### src/rtl/sat_sampler_pkg.sv
// Shared constants and types for the constraint-checker sample sequencer.
package sat_sampler_pkg;
  localparam int          LFSR_W    = 64;
  // Galois right-shift feedback mask for x^64+x^63+x^61+x^60+1
  localparam logic [63:0] LFSR_POLY = 64'hD800_0000_0000_0000;
  localparam logic [63:0] LANE_SALT = 64'h9E37_79B9_7F4A_7C15;

  typedef enum logic [1:0] {IDLE, RUN, DRAIN} state_t;

  function automatic logic [LFSR_W-1:0] lane_seed(input logic [LFSR_W-1:0] seed, input int idx);
    return seed ^ (64'(idx) * LANE_SALT);
  endfunction
endpackage

### src/rtl/sat_lfsr_lane.sv
// One 64-bit Galois LFSR lane; a zero load is replaced by 1 so the lane never locks up.
module sat_lfsr_lane
  import sat_sampler_pkg::*;
(
  input  logic              clk,
  input  logic              rst,
  input  logic              load,
  input  logic              step,
  input  logic [LFSR_W-1:0] load_val,
  output logic [LFSR_W-1:0] value
);
  always_ff @(posedge clk) begin
    if (rst) begin
      value <= 64'h1;
    end else if (load) begin
      value <= (load_val == '0) ? 64'h1 : load_val;
    end else if (step) begin
      value <= {1'b0, value[LFSR_W-1:1]} ^ (value[0] ? LFSR_POLY : '0);
    end
  end
endmodule

### src/rtl/sat_sample_sequencer.sv
// Hardware sampler: issues LFSR candidates to an external checker and queues the
// satisfying ones in an output FIFO until enough hits or the try budget runs out.
module sat_sample_sequencer
  import sat_sampler_pkg::*;
#(
  parameter int VEC_W     = 320,
  parameter int CHK_LAT   = 0,
  parameter int OUT_DEPTH = 8,
  parameter int CNT_W     = 16
) (
  input  logic             clk,
  input  logic             rst,
  input  logic             start,
  input  logic             abort,
  input  logic [63:0]      seed,
  input  logic [CNT_W-1:0] num_samples,
  input  logic [CNT_W-1:0] max_tries,
  output logic [VEC_W-1:0] cand_vec,
  input  logic             chk_sat,
  output logic [VEC_W-1:0] smp_data,
  output logic             smp_valid,
  input  logic             smp_ready,
  output logic             busy,
  output logic             done,
  output logic             fail,
  output logic [CNT_W-1:0] tries,
  output logic [CNT_W-1:0] hits
);
  localparam int K  = (VEC_W + LFSR_W - 1) / LFSR_W;
  localparam int CW = $clog2(OUT_DEPTH + CHK_LAT + 2);
  localparam int PW = (OUT_DEPTH > 1) ? $clog2(OUT_DEPTH) : 1;

  state_t             state;
  logic [CNT_W-1:0]   target, budget;
  logic               loaded;
  logic [K*LFSR_W-1:0] lanes;
  logic               start_ok, issue, push, pop, ret_vld;
  logic [VEC_W-1:0]   ret_data;
  logic [CW-1:0]      count, inflight;
  logic [PW-1:0]      rd_ptr, wr_ptr;
  logic [VEC_W-1:0]   mem [OUT_DEPTH];

  function automatic logic [CNT_W-1:0] sat_inc(input logic [CNT_W-1:0] v);
    return (&v) ? v : v + CNT_W'(1);
  endfunction

  function automatic logic [PW-1:0] ptr_inc(input logic [PW-1:0] p);
    return (p == PW'(OUT_DEPTH - 1)) ? '0 : p + PW'(1);
  endfunction

  for (genvar i = 0; i < K; i++) begin : g_lane
    sat_lfsr_lane u_lane (
      .clk      (clk),
      .rst      (rst),
      .load     (start_ok),
      .step     (issue),
      .load_val (lane_seed(seed, i)),
      .value    (lanes[i*LFSR_W +: LFSR_W])
    );
  end

  // Outputs read zero until the first run has loaded the lanes.
  assign cand_vec  = loaded ? lanes[VEC_W-1:0] : '0;
  assign busy      = (state != IDLE);
  assign smp_valid = (count != '0);
  assign smp_data  = smp_valid ? mem[rd_ptr] : '0;

  // FIFO slots plus tagged in-flight candidates never exceed OUT_DEPTH, so a push always has room.
  assign start_ok = start && !abort && (state == IDLE) && (count == '0);
  assign issue    = (state == RUN) && !abort && (hits < target) && (tries < budget)
                    && ((count + inflight) < CW'(OUT_DEPTH));
  assign push     = ret_vld && chk_sat && (hits < target) && !abort;
  assign pop      = smp_valid && smp_ready;

  if (CHK_LAT == 0) begin : g_comb
    assign ret_vld  = issue;
    assign ret_data = cand_vec;
    assign inflight = '0;
  end else begin : g_dly
    logic [CHK_LAT-1:0] vld_p;
    logic [VEC_W-1:0]   data_p [CHK_LAT];

    // stage p0 captures the issued candidate; stage p[CHK_LAT-1] lines up with chk_sat
    always_ff @(posedge clk) begin
      if (rst || abort) begin
        vld_p <= '0;
      end else begin
        vld_p[0] <= issue;
        for (int j = 1; j < CHK_LAT; j++) vld_p[j] <= vld_p[j-1];
      end
    end

    always_ff @(posedge clk) begin
      data_p[0] <= cand_vec;
      for (int j = 1; j < CHK_LAT; j++) data_p[j] <= data_p[j-1];
    end

    always_comb begin
      inflight = '0;
      for (int j = 0; j < CHK_LAT; j++) inflight = inflight + CW'(vld_p[j]);
    end

    assign ret_vld  = vld_p[CHK_LAT-1];
    assign ret_data = data_p[CHK_LAT-1];
  end

  always_ff @(posedge clk) begin
    if (rst || abort) begin
      count  <= '0;
      rd_ptr <= '0;
      wr_ptr <= '0;
    end else begin
      if (push) wr_ptr <= ptr_inc(wr_ptr);
      if (pop)  rd_ptr <= ptr_inc(rd_ptr);
      if (push && !pop)      count <= count + CW'(1);
      else if (!push && pop) count <= count - CW'(1);
    end
  end

  always_ff @(posedge clk) begin
    if (push) mem[wr_ptr] <= ret_data;
  end

  always_ff @(posedge clk) begin
    if (!rst && push && !pop) assert (count < CW'(OUT_DEPTH));
  end

  always_ff @(posedge clk) begin
    if (rst) begin
      state  <= IDLE;
      tries  <= '0;
      hits   <= '0;
      target <= '0;
      budget <= '0;
      loaded <= 1'b0;
      done   <= 1'b0;
      fail   <= 1'b0;
    end else begin
      done <= 1'b0;
      fail <= 1'b0;
      if (abort) begin
        state <= IDLE;
      end else begin
        if (issue) tries <= sat_inc(tries);
        if (push)  hits  <= sat_inc(hits);
        case (state)
          IDLE: if (start_ok) begin
            loaded <= 1'b1;
            target <= num_samples;
            budget <= max_tries;
            tries  <= '0;
            hits   <= '0;
            // Degenerate runs finish without ever leaving IDLE.
            if (num_samples == '0)    done  <= 1'b1;
            else if (max_tries == '0) fail  <= 1'b1;
            else                      state <= RUN;
          end
          RUN: if ((hits == target) || (tries == budget)) state <= DRAIN;
          DRAIN: if (inflight == '0) begin
            state <= IDLE;
            if (hits == target) done <= 1'b1;
            else                fail <= 1'b1;
          end
          default: state <= IDLE;
        endcase
      end
    end
  end
endmodule

### config.mk
export PLATFORM = sky130hd
export DESIGN_NAME = sat_sample_sequencer
export DESIGN_NICKNAME = d
export VERILOG_FILES = /design/src/rtl/sat_sampler_pkg.sv /design/src/rtl/sat_lfsr_lane.sv /design/src/rtl/sat_sample_sequencer.sv
export SDC_FILE = /design/constraint.sdc
export NUM_CORES = 2
export LEC_CHECK = 0
export ABC_AREA = 0
export BUFFER_PORTS_ARGS = -buffer_cell sky130_fd_sc_hd__clkbuf_2
export CAP_MARGIN = 20
export CORE_MARGIN = 1.5
export CORE_UTILIZATION = 30
export CTS_BUF_LIST = sky130_fd_sc_hd__clkbuf_8 sky130_fd_sc_hd__clkbuf_16
export CTS_CLUSTER_SIZE = 28
export DETAILED_ROUTE_END_ITERATION = 7
export GPL_TIMING_DRIVEN = 0
export SYNTH_ARGS = -nofsm -noshare
export SYNTH_HDL_FRONTEND = slang
export SYNTH_SLANG_ARGS = --single-unit
### constraint.sdc
create_clock -name clk -period 49.2 [get_ports clk]
set_clock_uncertainty 0.2 [all_clocks]
set_input_delay 2.46 -clock clk [delete_from_list [all_inputs] [get_ports clk]]
set_output_delay 2.46 -clock clk [all_outputs]
set_load 0.02 [all_outputs]
==> results.txt <==
----------------------------------------------------
[Placement]
  Port Buf Inserts ... 777
  Weighted congestion at the end of routability-driven global placement ... 0.989
  Final HPWL from detailed placement ... 325000 microns
  Worst setup timing slack at the placement stage ... 40.67 ns

[STA]
  Number of setup violations in the final report ... 0
  Final worst slack ... 41.55 ns
  Final total negative setup slack ... 0 ns
  RSZ-0062 raised after global routing ... false
  Highest attainable clock frequency ... 131 MHz
  Endpoints failing hold ... 0
  Worst hold slack after final layout ... 0.259 ns
  Min Clock Period, post-route ... 7.65 ns
  Relative slew slack ... 17.2%
  Part of the cycle the worst path needs ... 15.5%
  Slew Viols, Final ... 0
  Actual transition at the worst max-transition pin ... 1.24 ns

[Layout]
  Growth of design area from synthesis to finish ... 21.5%
  Net total in the final layout ... 8213
  Layout cell share with drive strength beyond 1 ... 28.1%

[Floorplan]
  Die outline width ... 625 microns
  Die Area ... 390000 sq um
  Total I/O pin count ... 778
  Standard cell core area ... 385000 sq um
  Die height ... 625 microns
  Starting density of the core ... 30.1%
  Std-Cell Rows ... 228

[Clocking]
  Setup fix buffers added after clock tree synthesis ... 0
  Number of clock sinks ... 2962
  Cts hold-fix bufs ... 0
  TritonCTS clock tree ... yes
  Root buffer cell ... sky130_fd_sc_hd__clkbuf_16
  Cells resized by post-CTS repair ... 0
  Clock Tree Buf Depth ... 4
  Level count of the clock H-tree ... 5
  Worst-skew pair later-pin latency ... 0.97 ns
  CTS Buf Count ... 320
  Clk pin slew, worst setup/hold paths ... 0.06 ns

[Setup path]
  Worst setup path startpoint ... abort
  Worst Path Arrival ... 8.08 ns
  Crit-path max FO ... 10
  Type of the worst setup path ... primary input to flop
  Launching element type of the critical path ... primary input
  Start of the worst register-to-register path ... tries[15]$_SDFFE_PP0N_
  CP required ... 49.64 ns
  Critical path capture point type ... flop

[Logic synthesis]
  Share of the synthesized area in the top cell type ... 66.3%
  Synthesized instance count ... 6580
  Primary FF master, synth ... sky130_fd_sc_hd__edfxtp_1
  Total of flip-flops plus latches after synthesis ... 2962
  Net count after synthesis ... 6724
  Post-synthesis average cell area ... 17.6 sq um
  FFs w/ async S/R, synth ... 0%
  Combined area of all synthesized cells ... 116000 sq um
  Part of the Yosys area used for sequential elements ... 73.2%
  Area contributors post-synth ... sky130_fd_sc_hd__edfxtp_1 (66%), sky130_fd_sc_hd__mux4_2 (12%), sky130_fd_sc_hd__dfxtp_1 (6.9%), sky130_fd_sc_hd__mux2i_1 (2.8%), sky130_fd_sc_hd__and2_1 (1.7%)
  Number of enable flip-flop cells after synthesis ... 2560
  Cell accounting for the most synthesized area ... sky130_fd_sc_hd__edfxtp_1
  Yosys warns ... 0
  Count of distinct cell types in the synthesized netlist ... 60

[Routing]
  Vias after detailed routing ... 69698
  Detailed-routing iteration count for the pre-antenna-repair pass ... 8
  Number of remaining DRC errors ... 0
  Routed length per placed instance ... 31.5 microns
  Via-per-instance ratio ... 5.18
  Starting DRT DRC Count ... 7547
  Post-route antenna net violation count ... 0
  Overall routed net length ... 424000 microns

[GRT]
  First-pass GRT wire length ... 570000 microns
  Maximum number of pins on one net before global-route repair ... 27
  Antenna violations before repair ... 93
  Vias in the first global route ... 68644
  GRT Residual Overflow ... 0
  All-Layer GR Usage ... 21.1%

[Flow run]
  Count of maximum capacitance violations ... 0

[Pwr]
  Portion of total power attributed to sequential cells ... 51.5%
  Cell area power density ... 38.0 nW/um^2
  Internal ... 4.14 mW
  Portion of total power attributed to combinational logic ... 4.0%
  Psw ... 1.22 mW
  Part of the power in the clock network ... 44.5%
  Cell leakage power ... 44.7 nW
  Fraction of power spent switching nets ... 22.8%
  Peak supply drop ... 24.3 uV
  Total Power Consumption ... 5.36 mW

[Hold path]
  Classification of the worst-slack hold path ... flop to flop
  Critical hold path startpoint ... budget[13]$_SDFFE_PP0P_

[Run status]
  Run status ... completed

----------------------------------------------------
cell usage after synthesis (31+ instances only):
master / number
sky130_fd_sc_hd__mux2i_1: 324
sky130_fd_sc_hd__mux4_2: 640
sky130_fd_sc_hd__inv_1: 44
sky130_fd_sc_hd__nand2_1: 385
sky130_fd_sc_hd__nor4_1: 35
sky130_fd_sc_hd__o21bai_1: 50
sky130_fd_sc_hd__a2111oi_0: 33
sky130_fd_sc_hd__edfxtp_1: 2560
sky130_fd_sc_hd__a31oi_1: 145
sky130_fd_sc_hd__nand3_1: 31
sky130_fd_sc_hd__nor3_1: 329
sky130_fd_sc_hd__ha_1: 41
sky130_fd_sc_hd__buf_2: 43
sky130_fd_sc_hd__clkbuf_1: 259
sky130_fd_sc_hd__dfxtp_1: 402
sky130_fd_sc_hd__a21oi_1: 80
sky130_fd_sc_hd__nor2_1: 520
sky130_fd_sc_hd__a21o_1: 45
sky130_fd_sc_hd__buf_1: 110
sky130_fd_sc_hd__and2_1: 320
per-layer routing:
metal	share of wire, %	track usage [%]
met5	0.011	0
met4	7.2	13.6
met3	8.0	4.30
met2	46	33.3
met1	39	26.6
worst paths after layout:
check	endpoint	slack [ns]	depth (start not counted)
worst max-delay path	mem[0][94]$_DFFE_PP_	41.55	23
worst min-delay path	budget[13]$_SDFFE_PP0P_	0.26	2
worst max register to register	mem[0][94]$_DFFE_PP_	42.48	23
worst min register to register	budget[13]$_SDFFE_PP0P_	0.26	2
flip-flops by register name (all words and copies together), names as in the netlist, named ones only:
name,cells
g_lane.u_lane.value,320
done,1
hits,16
loaded,1
mem,2560
target,16
rd_ptr,3
fail,1
budget,16
state,2
count,4
tries,16
wr_ptr,3
layout by cell type, fill, tap and decap left out, types with 45 or more instances in the layout:
cell type,n
sky130_fd_sc_hd__diode_2,81
sky130_fd_sc_hd__clkinv_1,64
sky130_fd_sc_hd__nand2_1,385
sky130_fd_sc_hd__nor2_1,519
sky130_fd_sc_hd__buf_4,177
sky130_fd_sc_hd__nor3_1,327
sky130_fd_sc_hd__and2_1,320
sky130_fd_sc_hd__clkbuf_16,324
sky130_fd_sc_hd__clkinv_2,50
sky130_fd_sc_hd__a31oi_1,145
sky130_fd_sc_hd__dfxtp_1,402
sky130_fd_sc_hd__buf_1,110
sky130_fd_sc_hd__clkbuf_1,239
sky130_fd_sc_hd__mux4_2,640
sky130_fd_sc_hd__o21bai_1,49
sky130_fd_sc_hd__a21o_1,45
sky130_fd_sc_hd__clkbuf_2,797
sky130_fd_sc_hd__mux2i_1,324
sky130_fd_sc_hd__inv_1,109
sky130_fd_sc_hd__a21oi_1,80
sky130_fd_sc_hd__edfxtp_1,2560
sky130_fd_sc_hd__buf_6,160
critical path: stages:
cell and delay [ns]:
sky130_fd_sc_hd__clkbuf_2 0.23, sky130_fd_sc_hd__nor4_1 0.36, sky130_fd_sc_hd__o2111ai_1 0.20, sky130_fd_sc_hd__or4_1 0.58, sky130_fd_sc_hd__or3_1 0.38, sky130_fd_sc_hd__buf_2 0.20
sky130_fd_sc_hd__nor4_2 0.57, sky130_fd_sc_hd__buf_4 0.28, sky130_fd_sc_hd__buf_4 0.19, sky130_fd_sc_hd__buf_4 0.18, sky130_fd_sc_hd__buf_4 0.19, sky130_fd_sc_hd__buf_4 0.18
sky130_fd_sc_hd__buf_4 0.19, sky130_fd_sc_hd__buf_4 0.21, sky130_fd_sc_hd__buf_6 0.16, sky130_fd_sc_hd__buf_4 0.19, sky130_fd_sc_hd__buf_4 0.20, sky130_fd_sc_hd__buf_4 0.19
sky130_fd_sc_hd__buf_4 0.20, sky130_fd_sc_hd__buf_6 0.17, sky130_fd_sc_hd__buf_6 0.15, sky130_fd_sc_hd__buf_4 0.18, sky130_fd_sc_hd__buf_4 0.19
kinds of logic (layout without fill, tap and decap cells):
logic type / count (synthesis) / in the layout / synth area share (%)
mux: 964 / 964 / 15.2
xor+xnor: 21 / 21 / 0.159
fa+ha+maj: 42 / 42 / 0.460
other cells: 0 / 81 / 0
compound gates: 412 / 412 / 2.37
flops: 2962 / 2962 / 73.2
buf+inv: 459 / 2205 / 1.54
simple gates: 1720 / 1720 / 7.02
power groups by stage:
stage / Sequential (mW) / Combinational [mW] / Clock, mW
final: 2.76 / 0.213 / 2.39
after detailed placement: 2.81 / 0.210 / 0
after floorplan: 2.80 / 0.105 / 0
after global placement: 2.82 / 0.204 / 0
after global routing: 2.76 / 0.222 / 2.52
after CTS: 2.76 / 0.211 / 2.42
cell type report:
cell class,instances,area [sq um]
antenna,81,203
buffer,415,1650
clock buffer,331,8200
clock inverter,248,2180
fill,35967,244000
inverter,44,165
multi-input combinational,3159,29300
sequential,2962,84900
tap,5060,6330
timing repair buffer,1167,8000
through the flow:
stage          area, sq um  utilization (%)  instances
6_report            141000             36.6      13467
5_1_grt             141000             36.6      13437
4_1_cts             141000             36.5      13382
3_5_place_dp        130000             33.8      12803
3_3_place_gp        126000             32.8      12417
2_1_floorplan       116000                -       6580
Note: power is estimated with default switching activity, not from simulation.
